### config.mk
export PLATFORM = sky130hd
export DESIGN_NAME = multdiv_unit
export DESIGN_NICKNAME = d
export VERILOG_FILES = /design/src/rtl/multdiv_pkg.sv /design/src/rtl/multdiv_iter_counter.sv /design/src/rtl/multdiv_unit.sv
export SDC_FILE = /design/constraint.sdc
export NUM_CORES = 1
export LEC_CHECK = 0
export ABC_AREA = 1
export CORE_ASPECT_RATIO = 1.1
export CORE_UTILIZATION = 35
export DETAILED_ROUTE_END_ITERATION = 16
export GPL_ROUTABILITY_DRIVEN = 0
export SYNTH_ARGS = -nofsm -noshare
export SYNTH_HDL_FRONTEND = slang
export SYNTH_SLANG_ARGS = --single-unit
### constraint.sdc
create_clock -name clk -period 3.15 [get_ports clk]
set_clock_uncertainty 0.1 [all_clocks]
set_input_delay 0.63 -clock clk [delete_from_list [all_inputs] [get_ports clk]]
set_output_delay 0.63 -clock clk [all_outputs]
set_load 0.03 [all_outputs]
### src/rtl/multdiv_pkg.sv
// rtl/multdiv_pkg.sv - shared width, state/op encodings and constants for the mult/div engine
package multdiv_pkg;

    localparam int DATA_W = 32;

    typedef enum logic [1:0] {
        IDLE,
        MULT,
        DIV,
        DONE
    } state_e;

    typedef enum logic {
        OP_MULT,
        OP_DIV
    } op_e;

    localparam logic [DATA_W-1:0] INT_MIN = {1'b1, {(DATA_W-1){1'b0}}};

endpackage

### src/rtl/multdiv_iter_counter.sv
// rtl/multdiv_iter_counter.sv - load-on-start iteration counter, saturates at DATA_W-1
module multdiv_iter_counter #(
    parameter int DATA_W = 32
) (
    input  logic clk,
    input  logic clr,
    input  logic load_i,
    input  logic en_i,
    output logic last_iter_o
);

    localparam int CW = $clog2(DATA_W);
    localparam logic [CW-1:0] LAST = CW'(DATA_W - 1);

    logic [CW-1:0] count_q, count_d;

    // Holding at the last count keeps a finished operation from wrapping into another.
    always_comb begin
        count_d = count_q;
        if (load_i) begin
            count_d = '0;
        end else if (en_i && !last_iter_o) begin
            count_d = count_q + 1'b1;
        end
    end

    always_ff @(posedge clk) begin
        if (clr) begin
            count_q <= '0;
        end else begin
            count_q <= count_d;
        end
    end

    assign last_iter_o = (count_q == LAST);

endmodule

### src/rtl/multdiv_unit.sv
// rtl/multdiv_unit.sv - multicycle signed Booth multiplier / restoring divider
// Optional MULTDIV_EARLY_ZERO_EN: zero-operand cases complete one cycle after acceptance.
module multdiv_unit
    import multdiv_pkg::*;
#(
    parameter int DATA_W = multdiv_pkg::DATA_W
) (
    input  logic              clk,
    input  logic              clr,
    input  logic              ctrl_mult,
    input  logic              ctrl_div,
    input  logic [DATA_W-1:0] data_a,
    input  logic [DATA_W-1:0] data_b,
    output logic [DATA_W-1:0] result,
    output logic              exception,
    output logic              result_ready,
    output logic              busy
);

    localparam int W = DATA_W;

    state_e        state_q, state_d;
    op_e           op_q, op_d;
    logic [W:0]    hi_q, hi_d;
    logic [W-1:0]  lo_q, lo_d;
    logic          qm1_q, qm1_d;
    logic [W:0]    m_q, m_d;
    logic          neg_q, neg_d;
    logic          dz_q, dz_d;
    logic          fin_q, fin_d;
    logic          early_q, early_d;
    logic [W-1:0]  result_q, result_d;
    logic          exc_q, exc_d;
    logic          cnt_load, cnt_en, last_iter;

    logic [W-1:0]  abs_a, abs_b, quot;
    logic [W:0]    booth_sum, div_shift, div_diff;
    logic [W:0]    prod_top;

    multdiv_iter_counter #(.DATA_W(W)) u_cnt (
        .clk         (clk),
        .clr         (clr),
        .load_i      (cnt_load),
        .en_i        (cnt_en),
        .last_iter_o (last_iter)
    );

    assign abs_a = data_a[W-1] ? -data_a : data_a;
    assign abs_b = data_b[W-1] ? -data_b : data_b;

    // hi is one bit wider than the operand so +/-INT_MIN never overflows before the shift.
    always_comb begin
        booth_sum = hi_q;
        case ({lo_q[0], qm1_q})
            2'b01:   booth_sum = hi_q + m_q;
            2'b10:   booth_sum = hi_q - m_q;
            default: booth_sum = hi_q;
        endcase
    end

    assign div_shift = {hi_q[W-1:0], lo_q[W-1]};
    assign div_diff  = div_shift - m_q;
    assign quot      = neg_q ? -lo_q : lo_q;
    assign prod_top  = {hi_q[W-1:0], lo_q[W-1]};

    always_comb begin
        state_d  = state_q;
        op_d     = op_q;
        hi_d     = hi_q;
        lo_d     = lo_q;
        qm1_d    = qm1_q;
        m_d      = m_q;
        neg_d    = neg_q;
        dz_d     = dz_q;
        fin_d    = fin_q;
        early_d  = early_q;
        result_d = result_q;
        exc_d    = exc_q;
        cnt_load = 1'b0;
        cnt_en   = 1'b0;
        case (state_q)
            MULT, DIV: begin
                if (fin_q) begin
                    state_d = DONE;
                    if (op_q == OP_MULT) begin
                        result_d = lo_q;
                        exc_d    = !((&prod_top) || !(|prod_top));
                    end else begin
                        // A positive quotient with its MSB set can only be INT_MIN / -1.
                        result_d = dz_q ? '0 : quot;
                        exc_d    = dz_q || (!neg_q && lo_q[W-1]);
                    end
                end else begin
                    cnt_en = 1'b1;
                    fin_d  = last_iter;
                    if (op_q == OP_MULT) begin
                        hi_d  = {booth_sum[W], booth_sum[W:1]};
                        lo_d  = {booth_sum[0], lo_q[W-1:1]};
                        qm1_d = lo_q[0];
                    end else begin
                        hi_d = div_diff[W] ? div_shift : div_diff;
                        lo_d = {lo_q[W-2:0], !div_diff[W]};
                    end
                end
            end
            default: begin
                state_d = IDLE;
                if (early_q) begin
                    early_d  = 1'b0;
                    state_d  = DONE;
                    result_d = '0;
                    exc_d    = dz_q;
                end else if (ctrl_mult || ctrl_div) begin
                    cnt_load = 1'b1;
                    fin_d    = 1'b0;
                    hi_d     = '0;
                    qm1_d    = 1'b0;
                    if (ctrl_mult) begin
                        state_d = MULT;
                        op_d    = OP_MULT;
                        lo_d    = data_b;
                        m_d     = {data_a[W-1], data_a};
                    end else begin
                        state_d = DIV;
                        op_d    = OP_DIV;
                        lo_d    = abs_a;
                        m_d     = {1'b0, abs_b};
                        neg_d   = data_a[W-1] ^ data_b[W-1];
                        dz_d    = (data_b == '0);
                    end
`ifdef MULTDIV_EARLY_ZERO_EN
                    if (data_a == '0 || data_b == '0) begin
                        state_d = IDLE;
                        early_d = 1'b1;
                        dz_d    = !ctrl_mult && (data_b == '0);
                    end
`endif
                end
            end
        endcase
    end

    always_ff @(posedge clk) begin
        if (clr) begin
            state_q  <= IDLE;
            op_q     <= OP_MULT;
            hi_q     <= '0;
            lo_q     <= '0;
            qm1_q    <= 1'b0;
            m_q      <= '0;
            neg_q    <= 1'b0;
            dz_q     <= 1'b0;
            fin_q    <= 1'b0;
            early_q  <= 1'b0;
            result_q <= '0;
            exc_q    <= 1'b0;
        end else begin
            state_q  <= state_d;
            op_q     <= op_d;
            hi_q     <= hi_d;
            lo_q     <= lo_d;
            qm1_q    <= qm1_d;
            m_q      <= m_d;
            neg_q    <= neg_d;
            dz_q     <= dz_d;
            fin_q    <= fin_d;
            early_q  <= early_d;
            result_q <= result_d;
            exc_q    <= exc_d;
        end
    end

    assign result       = result_q;
    assign exception    = exc_q;
    assign result_ready = (state_q == DONE);
    assign busy         = (state_q == MULT) || (state_q == DIV);

endmodule

== After elaboration in Yosys (flattened, before gate mapping) ==
Cells that the tools add are included.

* Register bits after elaboration: 143
* Output and inout bits: 35

* Add/subtract/negate cells: 7
* Equality and inequality tests: 9
* Mux-type cells: 37
* Bitwise gates (word level): 3
* Reduce and logical (&&, ||, !) cells: 22

{| class="wikitable"
|+ Operators with widths
! cell !! count
|-
| 2-to-1 mux 32 bit || 12
|-
| 2-to-1 mux 33 bit || 6
|-
| negation 32 bit || 3
|-
| one-hot mux 33 bit (2 select lines) || 1
|-
| subtractor 33 bit || 2
|-
| adder 33 bit || 1
|-
| AND reduction 33 bit || 1
|-
| OR reduction 33 bit || 1
|-
| zero test 32 bit || 1
|-
| 2-to-1 mux 1 bit || 14
|-
| 2-to-1 mux 2 bit || 4
|-
| equality test 2 bit (second input constant) || 3
|-
| != test 2 bit (second input constant) || 3
|-
| AND reduction 2 bit || 3
|-
| AND reduction 3 bit || 2
|-
| adder 5 x 1 -> 5 bit (second input constant) || 1
|-
| equality test 5 bit (second input constant) || 1
|-
| zero test 1 bit || 5
|-
| equality test 2 x 1 -> 1 bit (second input constant) || 2
|-
| logical OR 1 bit || 4
|-
| OR reduction 2 bit || 2
|-
| logical AND 1 bit || 2
|-
| inverter 1 bit || 2
|-
| nonzero test 2 bit || 1
|-
| bitwise XOR 1 bit || 1
|}

== Logic depth before layout (Yosys ltp) ==
Gate-level depths: netlist (run 1).

* Word-level depth: 7
* Mapped depth: 28
* Gate-level depth less buffers: 28

== Modules after synthesis ==
A second synthesis (run 1) with hierarchy kept.

* Cell total of the unflattened synthesis: 2682
* Area, all modules: 15152.0 um^2

{| class="wikitable"
|+ Modules (own cells, without submodules)
! module !! instances !! cells an instance !! area an instance (um^2) !! seq. area each (um^2)
|-
| multdiv_unit || 1 || 2648 || 14901.8 || 2762.6
|-
| multdiv_iter_counter || 1 || 34 || 250.2 || 100.1
|}

== Worst setup path after synthesis (run 1) ==
Ideal clock, no wire load.

* Kind: register to register
* Start point: register lo_q[0]
* End point: register hi_q[26]
* Library setup time: 0.066 ns
* Data arrival time: 2.987 ns
* Required time: 2.984 ns
* Path slack: -0.003 ns
* Cell stages (with the launch flop): 25
* Path buffers: 1
* Clock period less this slack: 3.153 ns
* Cells stage by stage: dfxtp_1 ha_1 clkbuf_1 inv_2 a21oi_2 o21a_1 nand2_1 nor2_1 o21ai_1 xor2_1 inv_1 ha_1 nand2_1 inv_1 nand2_1 inv_1 nand2_1 nand2_1 a21oi_1 nand2_1 nand2_1 nand3_1 a21oi_1 nand2_1 a21oi_2

* Word-level cells in the longest chain between the ends: 5

{| class="wikitable"
|+ RTL lines
! element !! line !! source
|-
| from (decl) || multdiv_unit.sv:25 || <nowiki>logic [W-1:0] lo_q, lo_d;</nowiki>
|-
| from (signal assigned) || multdiv_unit.sv:161 || <nowiki>lo_q <= lo_d;</nowiki>
|-
| equality test 2 bit or equality test 2 x 1 -> 1 bit (tied branches) || multdiv_unit.sv:54 || <nowiki>case ({lo_q[0], qm1_q})</nowiki>
|-
| one-hot mux 33 bit (2 select lines) (*) || multdiv_unit.sv:54 ||
|-
| 2-to-1 mux 33 bit (*) || multdiv_unit.sv:96 || <nowiki>if (op_q == OP_MULT) begin</nowiki>
|-
| 2-to-1 mux 33 bit (*) || multdiv_unit.sv:83 || <nowiki>if (fin_q) begin</nowiki>
|-
| 2-to-1 mux 33 bit (*) || multdiv_unit.sv:81 || <nowiki>case (state_q)</nowiki>
|-
| to (signal assigned) || multdiv_unit.sv:160 || <nowiki>hi_q <= hi_d;</nowiki>
|-
| to (decl) || multdiv_unit.sv:24 || <nowiki>logic [W:0] hi_q, hi_d;</nowiki>
|}

Every way passes the cells marked *; elsewhere a longest branch is shown, timed or not. The select of a mux whose other input is x is not followed.
A chain may end at the register's enable or synchronous reset.

== Final worst setup path (run 1) ==
* Start point: register m_q[0]
* End point: register hi_q[29]

* Word-level cells in the longest chain between the ends: 5

{| class="wikitable"
|+ RTL lines
! element !! line !! source
|-
| from (decl) || multdiv_unit.sv:27 || <nowiki>logic [W:0] m_q, m_d;</nowiki>
|-
| from (signal assigned) || multdiv_unit.sv:163 || <nowiki>m_q <= m_d;</nowiki>
|-
| subtractor 33 bit, or another cell as far along || multdiv_unit.sv:56 || <nowiki>2'b10: booth_sum = hi_q - m_q;</nowiki>
|-
| one-hot mux 33 bit (2 select lines) or 2-to-1 mux 33 bit (tied branches) || multdiv_unit.sv:54, multdiv_unit.sv:101 ||
|-
| 2-to-1 mux 33 bit (*) || multdiv_unit.sv:96 ||
|-
| 2-to-1 mux 33 bit (*) || multdiv_unit.sv:83 ||
|-
| 2-to-1 mux 33 bit (*) || multdiv_unit.sv:81 ||
|}

Marked as above.

==> results.toml, run 1 <==
[run_status]
status = "finished, violations left"
violations = "negative setup slack"

[route]
wl_um = 65100
vias = 19500
route.detailed.drc = 0
first_iter_violations = 1842
avgViaCountPerCell = 5.41
firstDrtPassIters = 8
postRouteAntennaNets = 0
wire_per_inst_um = 18.0

[setup_path]
r2r_slack_ns = -0.25
r2r_cells = 27
required_ns = 3.44
critPathMaxFanout = 4
critical_path_class = "reg2reg"
end_kind = "flip-flop"
critPathLaunchType = "flip-flop"
crit_path_start = "m_q[0]"
cp-endpoint = "hi_q[29]"
r2r-end = "hi_q[29]"
crit_arrival_ns = 3.69
timing.rr.start = "m_q[0]"

[die]
start_util_pct = 35.5
die_area_um2 = 46100
die_y_um = 225
row_count = 81
core_um2 = 44600
io_pins = 103
die_x_um = 205

[synthesis]
synth_seq_cells = 143
netlist_instances = 2788
synthDistinctLibCells = 58
synth_edf_count = 0
netlist_area_um2 = 15800
synthFlopType = "dfxtp_1"
synth_seq_area_share_pct = 18.1
synth_async_sr_flop_share_pct = 0
syn-num-nets = 2930
syn_area_per_cell_um2 = 5.68
yosys_warnings = 0

[min_path]
hold_path_class = "reg2reg"
whs_path_depth = 2

[job]
maxCapViolCount = 0

[place]
io_buffers = 102
dpl.hpwl_um = 50900

[timing]
worstMarginPinSlew_ns = 0.797
timing.fmax_mhz = 294
finalMaxSlewViolations = 0
setup_violations = 25
hold_viol_final = 0
period_needed_ns = 3.40
rsz0062_at_grt = "true"
period_share_pct = 108
hold_slack_ns = 0.394
slew_headroom_pct = 46.5
setup_slack_ns = -0.252

[cells_and_area]
area_growth_pct = 29.3
fillers = 4646
nets = 3157
fin_util_pct = 45.9
drive_gt1_share_pct = 19.1
antennaDiodeCount = 0

[clock_tree]
cts.sinks = 143
cts_tree = "done"
clock_tree.root_cell = "clkbuf_16"
htreeDepth = 4
clk_pin_slew_worst_paths_ns = 0.07
cts_inserted_buffers = 17
clk_latency_ns = 0.47
clockBufferDepth = 2

[global_routing]
grt_pass1_vias = 18200
grt_pass1_wl_um = 100000
grt_overflow = 0
track_usage_pct = 28.0
antenna_found_initial = 0
grt_max_degree = 115

[pwr]
p_per_area_nw_per_um2 = 755
vdd_drop_max_v = 0.000570
leakagePower_uw = 0.00950
metal layers:
metal / GRT usage, % / share of wire, %
met1: 34.6 / 41
met2: 45.8 / 46
met3: 3.85 / 6.0
met4: 16.8 / 6.4
met5: 0 / 0
state kept, by name (all words and copies together), names as in the netlist:
signal	cells
fin_q	1
op_q	1
u_cnt.count_q	5
hi_q	33
dz_q	1
exception	1
neg_q	1
result	32
qm1_q	1
m_q	33
state_q	2
lo_q	32
placed cells by master (no fill, tap or decap), drive strengths merged, types with 6 or more instances in the layout:
cell type	netlist	layout
nor4	18	18
o22ai	35	35
a31oi	12	12
ha	72	72
a21oi	286	286
nor3	32	32
nand2	797	797
clkbuf	74	18
inv	398	405
clkdlybuf4s50	0	100
nor2	307	307
o31ai	6	6
or2	11	11
o21bai	6	6
o211ai	19	19
dfxtp	143	143
o21ai	177	177
xnor2	17	17
nand4	32	32
nand3	214	214
xor2	62	62
nand3b	21	21
buf	25	207
critical path: stages (launching register included):
cell and delay, ns:
dfxtp_2 0.32, inv_2 0.08, buf_6 0.11, nand3_4 0.07
nor2_4 0.10, nand2_2 0.09, nor2_4 0.12, nand4_4 0.15
nor2_4 0.17, nand2_4 0.09, nor2_4 0.10, nand4_1 0.11
nand2_1 0.08, nand2_1 0.06, nand2_2 0.07, inv_2 0.06
ha_4 0.27, nand2_2 0.07, buf_6 0.14, nor2_4 0.12
nand2_2 0.08, nor2_1 0.14, nand2_2 0.11, nand3_2 0.10
nand3_2 0.10, a21oi_2 0.13, nand2_1 0.07, a21oi_1 0.13
worst min path at each step:
stage,from,end,slack [ns]
after floorplan,u_cnt.count_q[3],u_cnt.count_q[3],0.35
after detailed placement,u_cnt.count_q[3],u_cnt.count_q[3],0.38
final,u_cnt.count_q[3],u_cnt.count_q[3],0.39
after CTS,u_cnt.count_q[3],u_cnt.count_q[3],0.39
after global routing,u_cnt.count_q[3],u_cnt.count_q[3],0.42
after global placement,u_cnt.count_q[3],u_cnt.count_q[3],0.38
metrics by stage:
stage | TNS, ns | area (um^2) | setup WS [ns] | power (uW) | cells
5_1_grt | -8.10 | 20500 | -0.464 | 16500 | 3609
2_1_floorplan | 0 | 15800 | 0.0191 | 8740 | 2788
3_3_place_gp | -4.55 | 18600 | -0.385 | 11900 | 3559
4_1_cts | -3.56 | 19900 | -0.263 | 14600 | 3605
3_5_place_dp | -6.18 | 18600 | -0.431 | 12000 | 3559
6_report | -3.19 | 20500 | -0.252 | 15500 | 3609
cell families (layout without fill, tap and decap cells):
kind of cell	count (synthesis)	count (layout)	synth area share, %
flops	143	143	18.1
compound gates	557	557	19.5
buf+inv	498	738	12.3
xor+xnor	79	79	4.37
simple gates	1437	1437	39.8
fa+ha+maj	74	74	5.94
area by class of cell:
cell class / instances / area [um^2] / share of cell area (%)
multi-input cells: 2147 / 12200 / 59.5
well taps: 581 / 727 / 3.55
repair buffers: 307 / 2640 / 12.9
inverters: 399 / 1500 / 7.33
clock buffers: 18 / 439 / 2.14
clock inverters: 14 / 124 / 0.605
flip-flops and latches: 143 / 2870 / 14.0
where the power goes:
group / switching, uW / internal [uW]
clock: 941 / 1060
sequential: 311 / 2080
combinational: 6980 / 4100
synth_stat cells (22+ instances only):
master    instances  share of area, %
nand2_2          34               1.3
nand4_1          31               1.2
nor2_1          289               6.8
xor2_1           62               3.4
clkbuf_1         73               1.7
a21oi_2          22               1.2
a21oi_1         262               8.3
dfxtp_1         143                18
o21ai_0         158               5.0
nand3_1         197               6.2
inv_1           380               9.0
ha_1             72               5.7
o22ai_1          35               1.4
nor3_1           27              0.85
nand2_1         756                18
repair_timing:
item,4_1_cts,5_1_grt
hold buffers,0,0
hold endpoints to repair,0,0
buffers inserted,18,4
pin swaps,55,72
resized for setup,139,136
setup endpoints to repair,25,30
(Power assumes the default switching activity.)
==> run 2: changes to the inputs <==
- SLEW_MARGIN: not set -> 20
==> results of run 2 <==
Final layout, timing and power as in run 1 (identical DEF).
